===== src/rtl/irq_controller_if.sv =====
// irq_controller_if: request lines, configuration, and core handshake for irq_controller
interface irq_controller_if #(
   parameter int N_IRQ = 8,
   parameter int ID_W  = $clog2(N_IRQ)
);
   logic [N_IRQ-1:0] irq;
   logic             cfg_we;
   logic             cfg_sel;
   logic [N_IRQ-1:0] cfg_data;
   logic             ack;
   logic             eoi;
   logic             external_interrupt;
   logic [ID_W-1:0]  irq_id;
   logic [N_IRQ-1:0] pending;
   logic             in_service;

   modport master (
      output irq, cfg_we, cfg_sel, cfg_data, ack, eoi,
      input  external_interrupt, irq_id, pending, in_service
   );

   modport slave (
      input  irq, cfg_we, cfg_sel, cfg_data, ack, eoi,
      output external_interrupt, irq_id, pending, in_service
   );
endinterface


===== src/rtl/irq_controller.sv =====
// irq_controller: synchronised, prioritised interrupt controller with request/ack/eoi handshake
module irq_controller #(
   parameter int N_IRQ       = 8,
   parameter int SYNC_STAGES = 2,
   parameter int ID_W        = $clog2(N_IRQ)
) (
   input logic             clk,
   input logic             rst_n,
   irq_controller_if.slave bus
);
   typedef enum logic [1:0] {IDLE, REQUEST, SERVICE} state_t;

   state_t                            state;
   logic [SYNC_STAGES-1:0][N_IRQ-1:0] sync_q;
   logic [N_IRQ-1:0]                  sync, prev, pending, mask, mode, active, clr, nxt;
   logic [ID_W-1:0]                   cand, irq_id;
   logic                              any, ext, in_svc;

   assign sync   = sync_q[SYNC_STAGES-1];
   assign active = pending & mask;
   assign any    = |active;
   // only the presented id is cleared on ack; level lines overwrite it with sync anyway
   assign clr    = (state == REQUEST && bus.ack) ? (N_IRQ'(1) << irq_id) : '0;
   // edge lines latch rises (a rise beats a same-cycle clear); level lines follow sync
   assign nxt    = (mode & ((pending & ~clr) | (sync & ~prev))) | (~mode & sync);

   assign bus.external_interrupt = ext;
   assign bus.irq_id             = irq_id;
   assign bus.pending            = pending;
   assign bus.in_service         = in_svc;

   // lowest pending-and-enabled index wins
   always_comb begin
      cand = '0;
      for (int i = N_IRQ - 1; i >= 0; i--)
         if (active[i]) cand = ID_W'(i);
   end

   // synchronisers, edge history, pending latch and configuration registers
   always_ff @(posedge clk or negedge rst_n) begin
      if (!rst_n) begin
         sync_q  <= '0;
         prev    <= '0;
         pending <= '0;
         mask    <= '0;
         mode    <= '1;
      end else begin
         sync_q  <= {sync_q[SYNC_STAGES-2:0], bus.irq};
         prev    <= sync;
         pending <= nxt;
         if (bus.cfg_we && bus.cfg_sel) mode <= bus.cfg_data;
         if (bus.cfg_we && !bus.cfg_sel) mask <= bus.cfg_data;
      end
   end

   // handshake state machine with registered outputs
   always_ff @(posedge clk or negedge rst_n) begin
      if (!rst_n) begin
         state  <= IDLE;
         ext    <= 1'b0;
         irq_id <= '0;
         in_svc <= 1'b0;
      end else begin
         case (state)
            IDLE: if (any) begin
               state  <= REQUEST;
               irq_id <= cand;
               ext    <= 1'b1;
            end
            REQUEST: if (bus.ack) begin
               state  <= SERVICE;
               ext    <= 1'b0;
               in_svc <= 1'b1;
            end else if (!any) begin
               state <= IDLE;
               ext   <= 1'b0;
            end else begin
               irq_id <= cand;
            end
            SERVICE: if (bus.eoi) begin
               state  <= IDLE;
               in_svc <= 1'b0;
            end
            default: state <= IDLE;
         endcase
      end
   end
endmodule


===== src/flat_wrapper.sv =====
// flat-port wrapper written by rule: the top's interface ports become plain ports
module irq_controller_flat 
#(
   parameter int N_IRQ       = 8,
   parameter int SYNC_STAGES = 2,
   parameter int ID_W        = $clog2(N_IRQ)
)
  (clk, rst_n, bus_irq, bus_cfg_we, bus_cfg_sel, bus_cfg_data, bus_ack, bus_eoi, bus_external_interrupt, bus_irq_id, bus_pending, bus_in_service);
  irq_controller_if #(.N_IRQ(N_IRQ), .ID_W(ID_W)) bus_i ();
  input logic clk;
  input logic rst_n;
  input wire logic [$bits(bus_i.irq)-1:0] bus_irq;
  input wire logic [$bits(bus_i.cfg_we)-1:0] bus_cfg_we;
  input wire logic [$bits(bus_i.cfg_sel)-1:0] bus_cfg_sel;
  input wire logic [$bits(bus_i.cfg_data)-1:0] bus_cfg_data;
  input wire logic [$bits(bus_i.ack)-1:0] bus_ack;
  input wire logic [$bits(bus_i.eoi)-1:0] bus_eoi;
  output wire logic [$bits(bus_i.external_interrupt)-1:0] bus_external_interrupt;
  output wire logic [$bits(bus_i.irq_id)-1:0] bus_irq_id;
  output wire logic [$bits(bus_i.pending)-1:0] bus_pending;
  output wire logic [$bits(bus_i.in_service)-1:0] bus_in_service;
  assign bus_i.irq = bus_irq;
  assign bus_i.cfg_we = bus_cfg_we;
  assign bus_i.cfg_sel = bus_cfg_sel;
  assign bus_i.cfg_data = bus_cfg_data;
  assign bus_i.ack = bus_ack;
  assign bus_i.eoi = bus_eoi;
  assign bus_external_interrupt = bus_i.external_interrupt;
  assign bus_irq_id = bus_i.irq_id;
  assign bus_pending = bus_i.pending;
  assign bus_in_service = bus_i.in_service;
  irq_controller #(.N_IRQ(N_IRQ), .SYNC_STAGES(SYNC_STAGES), .ID_W(ID_W)) u_core (.clk(clk), .rst_n(rst_n), .bus(bus_i));
endmodule

===== config.mk =====
export PLATFORM = sky130hd
export DESIGN_NAME = irq_controller_flat
export DESIGN_NICKNAME = d
export VERILOG_FILES = /design/src/rtl/irq_controller_if.sv /design/src/rtl/irq_controller.sv /design/src/flat_wrapper.sv
export SDC_FILE = /design/constraint.sdc
export NUM_CORES = 1
export LEC_CHECK = 0
export ABC_CLOCK_PERIOD_IN_PS = 1050
export CAP_MARGIN = 20
export CORE_MARGIN = 1.5
export CORE_UTILIZATION = 55
export CTS_CLUSTER_SIZE = 20
export DETAILED_ROUTE_END_ITERATION = 6
export DONT_BUFFER_PORTS = 1
export GPL_TIMING_DRIVEN = 0
export PLACE_DENSITY = 0.73
export REMOVE_ABC_BUFFERS = 1
export SYNTH_ARGS = -nofsm -noshare
export SYNTH_HDL_FRONTEND = slang
export SYNTH_SLANG_ARGS = --single-unit

===== constraint.sdc =====
create_clock -name clk -period 1.05 [get_ports clk]
set_input_delay 0.105 -clock clk [delete_from_list [all_inputs] [get_ports clk]]
set_output_delay 0.105 -clock clk [all_outputs]
set_load 0.02 [all_outputs]

Word-level counts from Yosys, hierarchy flattened
Cells that the tools add are included.
Widths: inputs -> output; s select.

cells by class
  add/subtract/negate cells = 0
  multiply operators = 0
  div/mod/pow operators = 0
  order comparisons = 0
  eq/ne operators = 7
  shift operators = 1
  mux-type cells = 24
  bitwise operators = 10
  reductions and logical operators = 12

operators with widths
  operator             count
  $and 8x8->8          5
  $mux 3               10
  $not 8->8            3
  $or 8x8->8           2
  $reduce_and 3->1     3
  $mux 2               4
  $mux 8               1
  $reduce_or 8->1      1
  $shl 1x3->8 const A  1
  $ne 2x2->1 const B   3
  $pmux 2 s3           1
  $pmux 3 s2           1
  $mux 1               5
  $pmux 1 s2           2
  $reduce_bool 2->1    2
  $logic_and 1x1->1    3
  $ne 3x3->1 const B   1
  $eq 2x1->1 const B   1
  $eq 2x2->1 const B   1
  $logic_not 2->1      1
  $ne 2x1->1 const B   1
  $reduce_and 2->1     1
  $logic_not 1->1      1

storage, ports and cells
  bits in registers = 55
  bits in latches = 0
  memory bits (writable) = 0
  bits in read-only memories = 0
  bits of input ports = 22
  logic and storage cells = 64
  memories kept = 0

Depth between registers and ports, before layout
Gate-level depths: netlist (run 1).

  depth after elaboration = 12
  gate-level depth with buffers = 4

Worst setup path before layout (run 1)
No wires, ideal clock.

  kind = register -> register
  from = reg u_core.pending[1], in the netlist u_core.bus.pending[1]
  to = reg u_core.irq_id[2], in the netlist u_core.bus.irq_id[2]
  arrival time = 1.151 ns
  required time = 0.914 ns
  path slack = -0.236 ns
  stages on the path, launching flop included = 5
  buffers on the path = 0
  clock period less this slack = 1.286 ns
  path through = dfrtp_1 > a22oi_1 > nand4_1 > and2_1 > a2bb2oi_1

on the way
  longest elaborated chain between the ends = 6
  elaborated cells on any way between the ends = 7
  those cells by class = mux: 5; bitwise: 1; reduce/logical: 1

RTL lines
  element                 RTL line                                    text
  start, declared         irq_controller.sv:15                        logic [N_IRQ-1:0] sync, prev, pending, mask, mode, active, clr, nxt;
  start signal, assigned  irq_controller.sv:50                        pending <= nxt;
  $and 8x8->8 *           irq_controller.sv:20                        assign active = pending & mask;
  $mux 3 (2 in series)    irq_controller.sv:36                        if (active[i]) cand = ID_W'(i);
  $mux 3 *                irq_controller.sv:65, irq_controller.sv:74
  $mux 3                  irq_controller.sv:70                        REQUEST: if (bus.ack) begin
  $pmux 3 s2 *            irq_controller.sv:64                        case (state)
  end signal, assigned    irq_controller.sv:67                        irq_id <= cand;
  end signal, assigned    irq_controller.sv:78                        irq_id <= cand;
  end, declared           irq_controller.sv:16                        logic [ID_W-1:0] cand, irq_id;

Mark *: on every way between the ends. The rest lies on a longest branch, timed or not. The select of a mux whose other input is x is not followed.
A chain may end at the register's enable or synchronous reset.

Final worst setup path (run 1)
Ends and elaborated chain as after synthesis.

==> results of run 1 <==
logic make-up after synthesis:
| kind of cell | synth area share |
|---|---|
| buf+inv | 0.0102 |
| mux | 0.0916 |
| simple gates | 0.0884 |
| compound gates | 0.105 |
| flops | 0.705 |
worst paths after layout:
kind | endpoint | slack (ns)
setup reg to reg | u_core.bus.irq_id[2] | -0.30
min in group clk | u_core.mask[1] | 0.17
max in group asynchronous | u_core.mode[3] | 1.45
hold reg to reg | u_core.sync[1] | 0.35
setup / recovery | u_core.bus.irq_id[2] | -0.30
hold / removal | u_core.bus.irq_id[0] | -0.60
metal layers:
metal,track usage,wire length (um),up-vias
met5,0,0,-
met3,0.0595,226,4
met2,0.336,1890,37
met1,0.251,1530,660
met4,0.0833,40,0
li1,-,-,556
where the power goes:
part	leakage (nW)	internal (W)	switching [W]	total [W]
registers	0.618	0.00250	0.000568	0.00306
clock network	0.0386	0.000395	0.000600	0.000995
logic	0.336	0.000619	0.000503	0.00112
total	0.992	0.00351	0.00167	0.00518
flip-flops by register name (all words and copies together), names as in the netlist:
name,count
u_core.bus.pending,8
u_core.mask,8
u_core.mode,8
u_core.prev,8
u_core.sync,8
u_core.sync_q,8
u_core.bus.irq_id,3
u_core.state,2
u_core.bus.external_interrupt,1
u_core.bus.in_service,1
area by class of cell:
class	instances	area (um2)
multi-input cells	80	624
inverters	4	15.0
well taps	46	57.6
clock buffers	8	68.8
flip-flops and latches	55	1400
repair buffers	24	231
fillers	239	991
Yosys cell counts (all sizes together):
cell	instances	share of area
inv	4	0.0076
a22oi	4	0.018
a21oi	4	0.010
and2	1	0.0032
nor3	1	0.0051
nand3	4	0.010
a32o	10	0.051
nand4	1	0.0032
dfstp	8	0.11
nor3b	1	0.0064
o21ai	6	0.015
dfrtp	47	0.60
mux2	16	0.092
o22ai	1	0.0032
nand2	23	0.045
a2bb2oi	1	0.0045
buf	1	0.0025
nor2b	3	0.0095
nor2	3	0.0057
a31oi	1	0.0032
timing repair:
| action | in CTS | in global routing |
|---|---|---|
| endpoints found under the setup margin | 15 | 16 |
| pin swaps | 16 | 4 |
| hold endpoints to repair | 86 | 55 |
| resized for setup | 24 | 8 |
| buffers inserted | 5 | 1 |
per-stage QoR:
stage | instances | utilization
floorplan | 139 | -
global placement | 185 | 0.596
detailed placement | 185 | 0.596
CTS | 216 | 0.698
global route | 217 | 0.708
finish | 217 | 0.708
==> flow_summary.ini, run 1 <==
[clocking]
clock_tree.htree_level_count = 2
tritoncts_clock_tree = done
cts_buffer_depth = 2
worstSkewPairLatency_ns = 0.37
numClockSinks = 55
cts_hold_buffers = 18
clock_tree.root_cell = sky130_fd_sc_hd__clkbuf_4
cts_inserted_buffers = 5
cts.reportedPaths.clkPinSlew_ns = 0.15

[critical_path]
worstSetupEndpointType = flip-flop
cp_top_family = flip-flops
critPathBufInv = 0
crit_arrival_ns = 1.62
critical_path.reg2reg.startpoint = u_core.bus.pending[1]
critical_path.cell_chain = a22oi_2 -> nand4_1 -> and2_4 -> a2bb2oi_2
critical_path.slowest_cell = sky130_fd_sc_hd__dfrtp_2
cp_data_required_time_ns = 1.32
critPathKind = flip-flop to flip-flop
critPathLaunch = u_core.bus.pending[1]
start_kind = flip-flop
critical_path_cell_count = 4
ff2ff_path_depth = 4
critPathMaxStageDelay_ns = 0.50
critical_path_peak_fanout = 4

[sta]
post-route-period-util = 1.29
slew_viol_final = 0
whs_ns = -0.597
timing.final.hold_violations = 55
clock_skew_ns = 0.0126
setup_tns_ns = -2.77
crit_path_setup_slack_layout_ns = -0.303
max_slew.worst_pin.slew_ns = 0.818
shortest_period_the_worst_path_allows_ns = 1.35
max_slew_margin = 0.453
final-setup-viol-count = 14
max_clock_freq_mhz = 739
grt_setup_unrepaired = true

[global_route]
first_global_vias = 1326
globalRouteOverflowTotal = 0
grt_antenna_before_repair = 0
grt_start_max_net_pins = 56
grt_pass1_wl_um = 6040
grt_use_total = 0.203

[place]
detailedPlacementHpwl_um = 2360
dp_worst_setup_slack_ns = -0.382
place_congestion = 0.814
port-buffer-count = 0
placed_area_mm2 = 0.00202

[floorplanning]
floorplan.initialDensity = 0.580
placement_rows = 21
floorplan.core_area_mm2 = 0.00339
ios = 35
die_area_mm2 = 0.00394
die_x_um = 62.8
fp.dieH_um = 62.8

[detailed_routing]
first_iter_violations = 62
post_drt_via_cell_ratio = 5.79
drt_pass1_iterations = 4
remaining_drc_errors = 0
num_vias = 1257
postRouteWirelength_um = 3690
wl_per_cell_um = 17.0
antenna_left = 0

[pwr]
power.ir.vdd_worst_mv = 1.21
cellPowerDensity_mw_per_mm2 = 2160
overall_power_after_layout_w = 0.00518
p_leak_nw = 0.992

[synth]
synthesis.area_mm2 = 0.00197
syn-instance-count = 140
synth-seq-area-share = 0.705
postSynthAreaPerCell_um2 = 14.0
ys_ff_latch = 55
ys.warnings.count = 0
synthDistinctLibCells = 22

[job]
max_cap_viol_count = 0

[worst_hold_path]
hold_class = input port to async pin

[final_layout]
area_growth_from_synthesis_to_layout_pct = 21.9
num_antenna_cells = 0
design_area_mm2 = 0.00240
final_layout_size_suffix_gt1_frac = 0.374
commonest_non_fill_non_tap_cells_in_the_layout = sky130_fd_sc_hd__dfrtp_1, sky130_fd_sc_hd__nand2_1, sky130_fd_sc_hd__dlygate4sd3_1
mostFrequentLayoutCell = sky130_fd_sc_hd__dfrtp_1
num-nets-final = 192

[run_status]
outcome = finished, violations left
violations_in_the_final_reports = hold timing, setup timing
(Power assumes the default switching activity.)
==> run 2, diff against run 1 <==
- CTS_BUF_LIST: default -> sky130_fd_sc_hd__clkbuf_16
- CTS_CLUSTER_SIZE: 20 -> default
==> run 2 against run 1 <==
Against the previous run: the flow still finishes with violations (hold timing, setup timing); core utilization up 0.44 points; register-to-register slack about the same; clock skew down 0.0072 ns; first-iteration DRC count up 6.5%; clock power up 56%; critical path type unchanged; critical endpoint unchanged; largest cell class unchanged; highest routed layer unchanged.
==> flow_summary.ini, run 2 (synthesis results as in run 1) <==
[critical_path]
critical_path_peak_fanout = 4
worstSetupEndpointType = flip-flop
cp_data_required_time_ns = 1.22
start_kind = flip-flop
crit_arrival_ns = 1.53
critPathKind = flip-flop to flip-flop

[final_layout]
stdcell_count = 212
num-fill-cells = 229
num_antenna_cells = 0
area_growth_from_synthesis_to_layout_pct = 22.7
mostFrequentLayoutCell = sky130_fd_sc_hd__dfrtp_1
commonest_non_fill_non_tap_cells_in_the_layout = sky130_fd_sc_hd__dfrtp_1, sky130_fd_sc_hd__nand2_1, sky130_fd_sc_hd__mux2_2, sky130_fd_sc_hd__dlygate4sd3_1, sky130_fd_sc_hd__dfrtp_2
num-nets-final = 187
final_layout_size_suffix_gt1_frac = 0.349

[global_route]
first_global_vias = 1334
grt_use_total = 0.214
global_route.usage.met3 = 0.0649
grt_pass1_wl_um = 6280
grt_start_max_net_pins = 56
grt_use_met1 = 0.258
met2_usage = 0.345
global_route.peak_usage_layer = met2
globalRouteOverflowTotal = 0
grt_antenna_before_repair = 0

[sta]
slew_viol_final = 0
clock_skew_ns = 0.00537
grt_setup_unrepaired = true
crit_path_setup_slack_layout_ns = -0.306
whs_ns = -0.498
post-route-period-util = 1.29
timing.final.hold_violations = 55
max_slew.worst_pin.slew_ns = 0.780
max_clock_freq_mhz = 737
shortest_period_the_worst_path_allows_ns = 1.36
max_slew_margin = 0.479
final-setup-viol-count = 13

[detailed_routing]
postRouteWirelength_um = 3690
remaining_drc_errors = 0
num_vias = 1219
wl_per_cell_um = 17.4
first_iter_violations = 66
antenna_left = 0
post_drt_via_cell_ratio = 5.75
drt_pass1_iterations = 4

[clocking]
tritoncts_clock_tree = done
clock_tree.root_cell = sky130_fd_sc_hd__clkbuf_16
cts_buffer_depth = 2
cts.reportedPaths.clkPinSlew_ns = 0.06
clock_tree.htree_level_count = 2
cts_hold_buffers = 16
cts_inserted_buffers = 5
worstSkewPairLatency_ns = 0.29
numClockSinks = 55

[pwr]
overall_power_after_layout_w = 0.00563
p_leak_nw = 0.986
comb_power_share = 0.174
power.internal_w = 0.00389
clock_share_of_power = 0.275
power.ir.vdd_worst_mv = 1.24
cellPowerDensity_mw_per_mm2 = 2330
total_switching_power_w = 0.00174
switching_share = 0.310
power.share.sequential = 0.552

[floorplanning]
floorplan.initialDensity = 0.580
fp.dieH_um = 62.8
die_x_um = 62.8
floorplan.core_area_mm2 = 0.00339
ios = 35
placement_rows = 21
die_area_mm2 = 0.00394

[place]
dp.cells = 185
port-buffer-count = 0
place_congestion = 0.814
detailedPlacementHpwl_um = 2360

[worst_hold_path]
hold_class = input port to async pin

[job]
max_cap_viol_count = 0

[run_status]
violations_in_the_final_reports = hold timing, setup timing
outcome = finished, violations left
## run 2: cell count changes in the layout (fill, tap and decap cells not counted), moves of 2 or more
cell	change
sky130_fd_sc_hd__clkbuf_16	+5
sky130_fd_sc_hd__clkbuf_4	-5
sky130_fd_sc_hd__clkbuf_8	-2
sky130_fd_sc_hd__clkinv_1	+2
sky130_fd_sc_hd__inv_1	+2
sky130_fd_sc_hd__o21ai_0	+2
sky130_fd_sc_hd__buf_4	-2
## run 2: power groups by stage
stage	registers, W	logic (W)	clock network [W]
final	0.00311	0.000978	0.00155
after global routing	0.00317	0.00108	0.00164
after CTS	0.00310	0.000908	0.00157
after detailed placement	0.00305	0.000691	0
after global placement	0.00302	0.000654	0
after floorplan	0.00294	0.000580	0
## run 2: area by class of cell
type	instances	area, um2	share of cell area
clock buffer	5	125	0.0518
clock inverter	3	11.3	0.00467
inverter	4	15.0	0.00622
multi-input combinational	80	619	0.257
sequential	55	1400	0.581
tap	46	57.6	0.0238
timing repair buffer	19	183	0.0757
## run 2: path summary, 6_finish.rpt
check                                      start                    end  slack (ns)  depth (start not counted)
min                                        rst_n  u_core.bus.pending[6]       -0.50                          0
max reg2reg                u_core.bus.pending[1]   u_core.bus.irq_id[2]       -0.31                          4
max                        u_core.bus.pending[1]   u_core.bus.irq_id[2]       -0.31                          4
max in group asynchronous                  rst_n         u_core.mode[4]        1.37                          0
min reg2reg                     u_core.sync_q[7]         u_core.sync[7]        0.35                          0
min in group clk                         bus_ack        u_core.state[1]        0.02                          2
## run 2: what timing repair did
action,in CTS,in global routing
pin swaps,10,4
hold endpoints to repair,79,55
gates resized for setup,23,4
setup endpoints to repair,13,13
setup buffers,2,1
## run 2: per-layer routing
metal	wire length, um	share of wire	vias up
li1	-	-	551
met1	1510	0.41	623
met2	1870	0.51	36
met3	229	0.062	9
met4	86	0.023	0
met5	0	0	-
## run 2: metrics by stage
stage                      util  setup TNS, ns  hold WS, ns  worst slack, ns  instance area (um2)
final                     0.712          -2.65       -0.498           -0.306                 2410
after global routing      0.712          -3.36       -0.505           -0.344                 2410
after CTS                 0.707          -2.80       -0.500           -0.268                 2400
after detailed placement  0.596          -5.14       -0.189           -0.382                 2020
after global placement    0.596          -4.72       -0.189           -0.376                 2020
after floorplan               -          -1.65       -0.191           -0.236                 1960
## run 2: critical path: stages, from the launching register on
cell and delay (ns):
sky130_fd_sc_hd__dfrtp_2 0.48, sky130_fd_sc_hd__a22oi_2 0.23, sky130_fd_sc_hd__nand4_1 0.18, sky130_fd_sc_hd__and2_4 0.22
sky130_fd_sc_hd__a2bb2oi_2 0.12
==> run 3, diff against run 2 <==
- CORE_UTILIZATION: 55 -> 45
- PLACE_DENSITY: 0.73 -> default
- REMOVE_ABC_BUFFERS: 1 -> default
==> run 3 against run 2 <==
Against the previous run: the run still ends with hold timing, setup timing left; cell count rose by 3.8%; clock-buffer cell count did not move; first-iteration DRC count fell by 4.5%; sequential share of layout area fell by 0.68 points; clock skew fell by 0.0016 ns; die area rose by 21%; design area rose by 1.1%; maximum frequency rose by 2.6%; critical path type unchanged; critical endpoint unchanged; largest power group unchanged.
==> flow_summary.ini, run 3 (synthesis results as in run 1) <==
[run_status]
outcome = finished, violations left
violations_in_the_final_reports = hold timing, setup timing

[global_route]
grt_use_total = 0.155
grt_pass1_wl_um = 5750
grt_antenna_before_repair = 0
first_global_vias = 1217
globalRouteOverflowTotal = 0
grt_start_max_net_pins = 56

[detailed_routing]
drt_pass1_iterations = 4
remaining_drc_errors = 0
first_iter_violations = 63
wl_per_cell_um = 15.6
num_vias = 1222
antenna_left = 0
post_drt_via_cell_ratio = 5.55
postRouteWirelength_um = 3440

[critical_path]
crit_arrival_ns = 1.49
worstSetupEndpointType = flip-flop
ff2ff_path_depth = 4
critical_path.cell_chain = a22oi_2 -> nand4_1 -> and2_4 -> a2bb2oi_2
critPathKind = flip-flop to flip-flop
critical_path.slowest_cell = sky130_fd_sc_hd__dfrtp_2
critical_path_cell_count = 4
cp_data_required_time_ns = 1.22
cp_top_family = flip-flops
critical_path.reg2reg.startpoint = u_core.bus.pending[5]
critical_path_peak_fanout = 4
critPathMaxStageDelay_ns = 0.47
critPathLaunch = u_core.bus.pending[5]
start_kind = flip-flop
critPathBufInv = 0

[sta]
slew_viol_final = 0
crit_path_setup_slack_layout_ns = -0.272
post-route-period-util = 1.26
final-setup-viol-count = 13
grt_setup_unrepaired = true
setup_tns_ns = -2.59
shortest_period_the_worst_path_allows_ns = 1.32
timing.final.hold_violations = 55
max_slew.worst_pin.slew_ns = 0.417
max_clock_freq_mhz = 756
whs_ns = -0.492
clock_skew_ns = 0.00373
max_slew_margin = 0.722

[job]
max_cap_viol_count = 0

[final_layout]
num_antenna_cells = 0
area_growth_from_synthesis_to_layout_pct = 24.0
mostFrequentLayoutCell = sky130_fd_sc_hd__dfrtp_1
num-nets-final = 191
commonest_non_fill_non_tap_cells_in_the_layout = sky130_fd_sc_hd__dfrtp_1, sky130_fd_sc_hd__nand2_1, sky130_fd_sc_hd__mux2_2, sky130_fd_sc_hd__dlygate4sd3_1, sky130_fd_sc_hd__dfrtp_2
final_layout_size_suffix_gt1_frac = 0.359
layout.core_utilization = 0.597
num-fill-cells = 342

[pwr]
comb_power_share = 0.179
switching_share = 0.299
total_switching_power_w = 0.00168
cellPowerDensity_mw_per_mm2 = 2300
power.ir.vdd_worst_mv = 1.07
power.internal_w = 0.00393
clock_share_of_power = 0.272
p_leak_nw = 1.00
power.share.sequential = 0.549

[floorplanning]
fp.dieH_um = 69.1
ios = 35
placement_rows = 23
floorplan.initialDensity = 0.481
floorplan.core_area_mm2 = 0.00409
die_x_um = 69.1
die_area_mm2 = 0.00478

[worst_hold_path]
hold_class = input port to async pin

[clocking]
clock_tree.htree_level_count = 2
cts.reportedPaths.clkPinSlew_ns = 0.06
cts_inserted_buffers = 5
numClockSinks = 55
clock_tree.root_cell = sky130_fd_sc_hd__clkbuf_16
cts_hold_buffers = 16
cts_buffer_depth = 2
worstSkewPairLatency_ns = 0.29
tritoncts_clock_tree = done

[synth]
synth_fp_nets = 162

[place]
port-buffer-count = 0
place_congestion = 0.850
detailedPlacementHpwl_um = 2320
## run 3: cell types whose count changed in the layout (fill, tap and decap cells not counted), sizes merged
cell,previous run,this run
buf,3,7
## run 3: final timing paths
kind	end	slack [ns]
min in group clk	u_core.state[1]	0
max	u_core.bus.irq_id[2]	-0.27
max reg2reg	u_core.bus.irq_id[2]	-0.27
min	u_core.bus.pending[2]	-0.49
min reg2reg	u_core.sync[5]	0.35
max in group asynchronous	u_core.mode[1]	1.35
## run 3: what timing repair did
action	4_1_cts	5_1_grt
setup buffers	5	1
hold endpoints to repair	79	55
resized for setup	13	10
endpoints found under the setup margin	13	13
cloned	0	0
pin swaps	11	8
## run 3: metal layers
| layer | GRT usage | share of wire | up-vias |
|---|---|---|---|
| li1 | - | - | 563 |
| met1 | 0.193 | 0.42 | 617 |
| met2 | 0.241 | 0.49 | 34 |
| met3 | 0.0673 | 0.067 | 8 |
| met4 | 0.0588 | 0.020 | 0 |
| met5 | 0 | 0 | - |
## run 3: cell type report
| class | count | area, um2 | area share |
|---|---|---|---|
| flip-flops and latches | 55 | 1400 | 0.574 |
| multi-input cells | 80 | 614 | 0.252 |
| repair buffers | 22 | 205 | 0.0841 |
| clock buffers | 5 | 125 | 0.0513 |
| well taps | 50 | 62.6 | 0.0256 |
| inverters | 4 | 15.0 | 0.00615 |
| clock inverters | 3 | 11.3 | 0.00462 |
| plain buffers | 1 | 5.00 | 0.00205 |
## run 3: per-stage QoR
| stage | total power [W] | instances | instance area (um2) | setup slack (ns) | hold slack [ns] |
|---|---|---|---|---|---|
| 5_1_grt | 0.00591 | 220 | 2440 | -0.332 | -0.507 |
| 2_1_floorplan | 0.00360 | 140 | 1990 | -0.215 | -0.191 |
| 3_3_place_gp | 0.00377 | 190 | 2050 | -0.357 | -0.189 |
| 4_1_cts | 0.00555 | 219 | 2410 | -0.290 | -0.497 |
| 6_report | 0.00561 | 220 | 2440 | -0.272 | -0.492 |
| 3_5_place_dp | 0.00382 | 190 | 2050 | -0.369 | -0.189 |
## run 3: power groups by stage
stage | Clock [W] | Sequential (W) | Combinational [W]
floorplan | 0 | 0.00297 | 0.000633
global placement | 0 | 0.00305 | 0.000711
detailed placement | 0 | 0.00308 | 0.000742
CTS | 0.00156 | 0.00306 | 0.000926
global route | 0.00165 | 0.00314 | 0.00112
finish | 0.00153 | 0.00308 | 0.00100
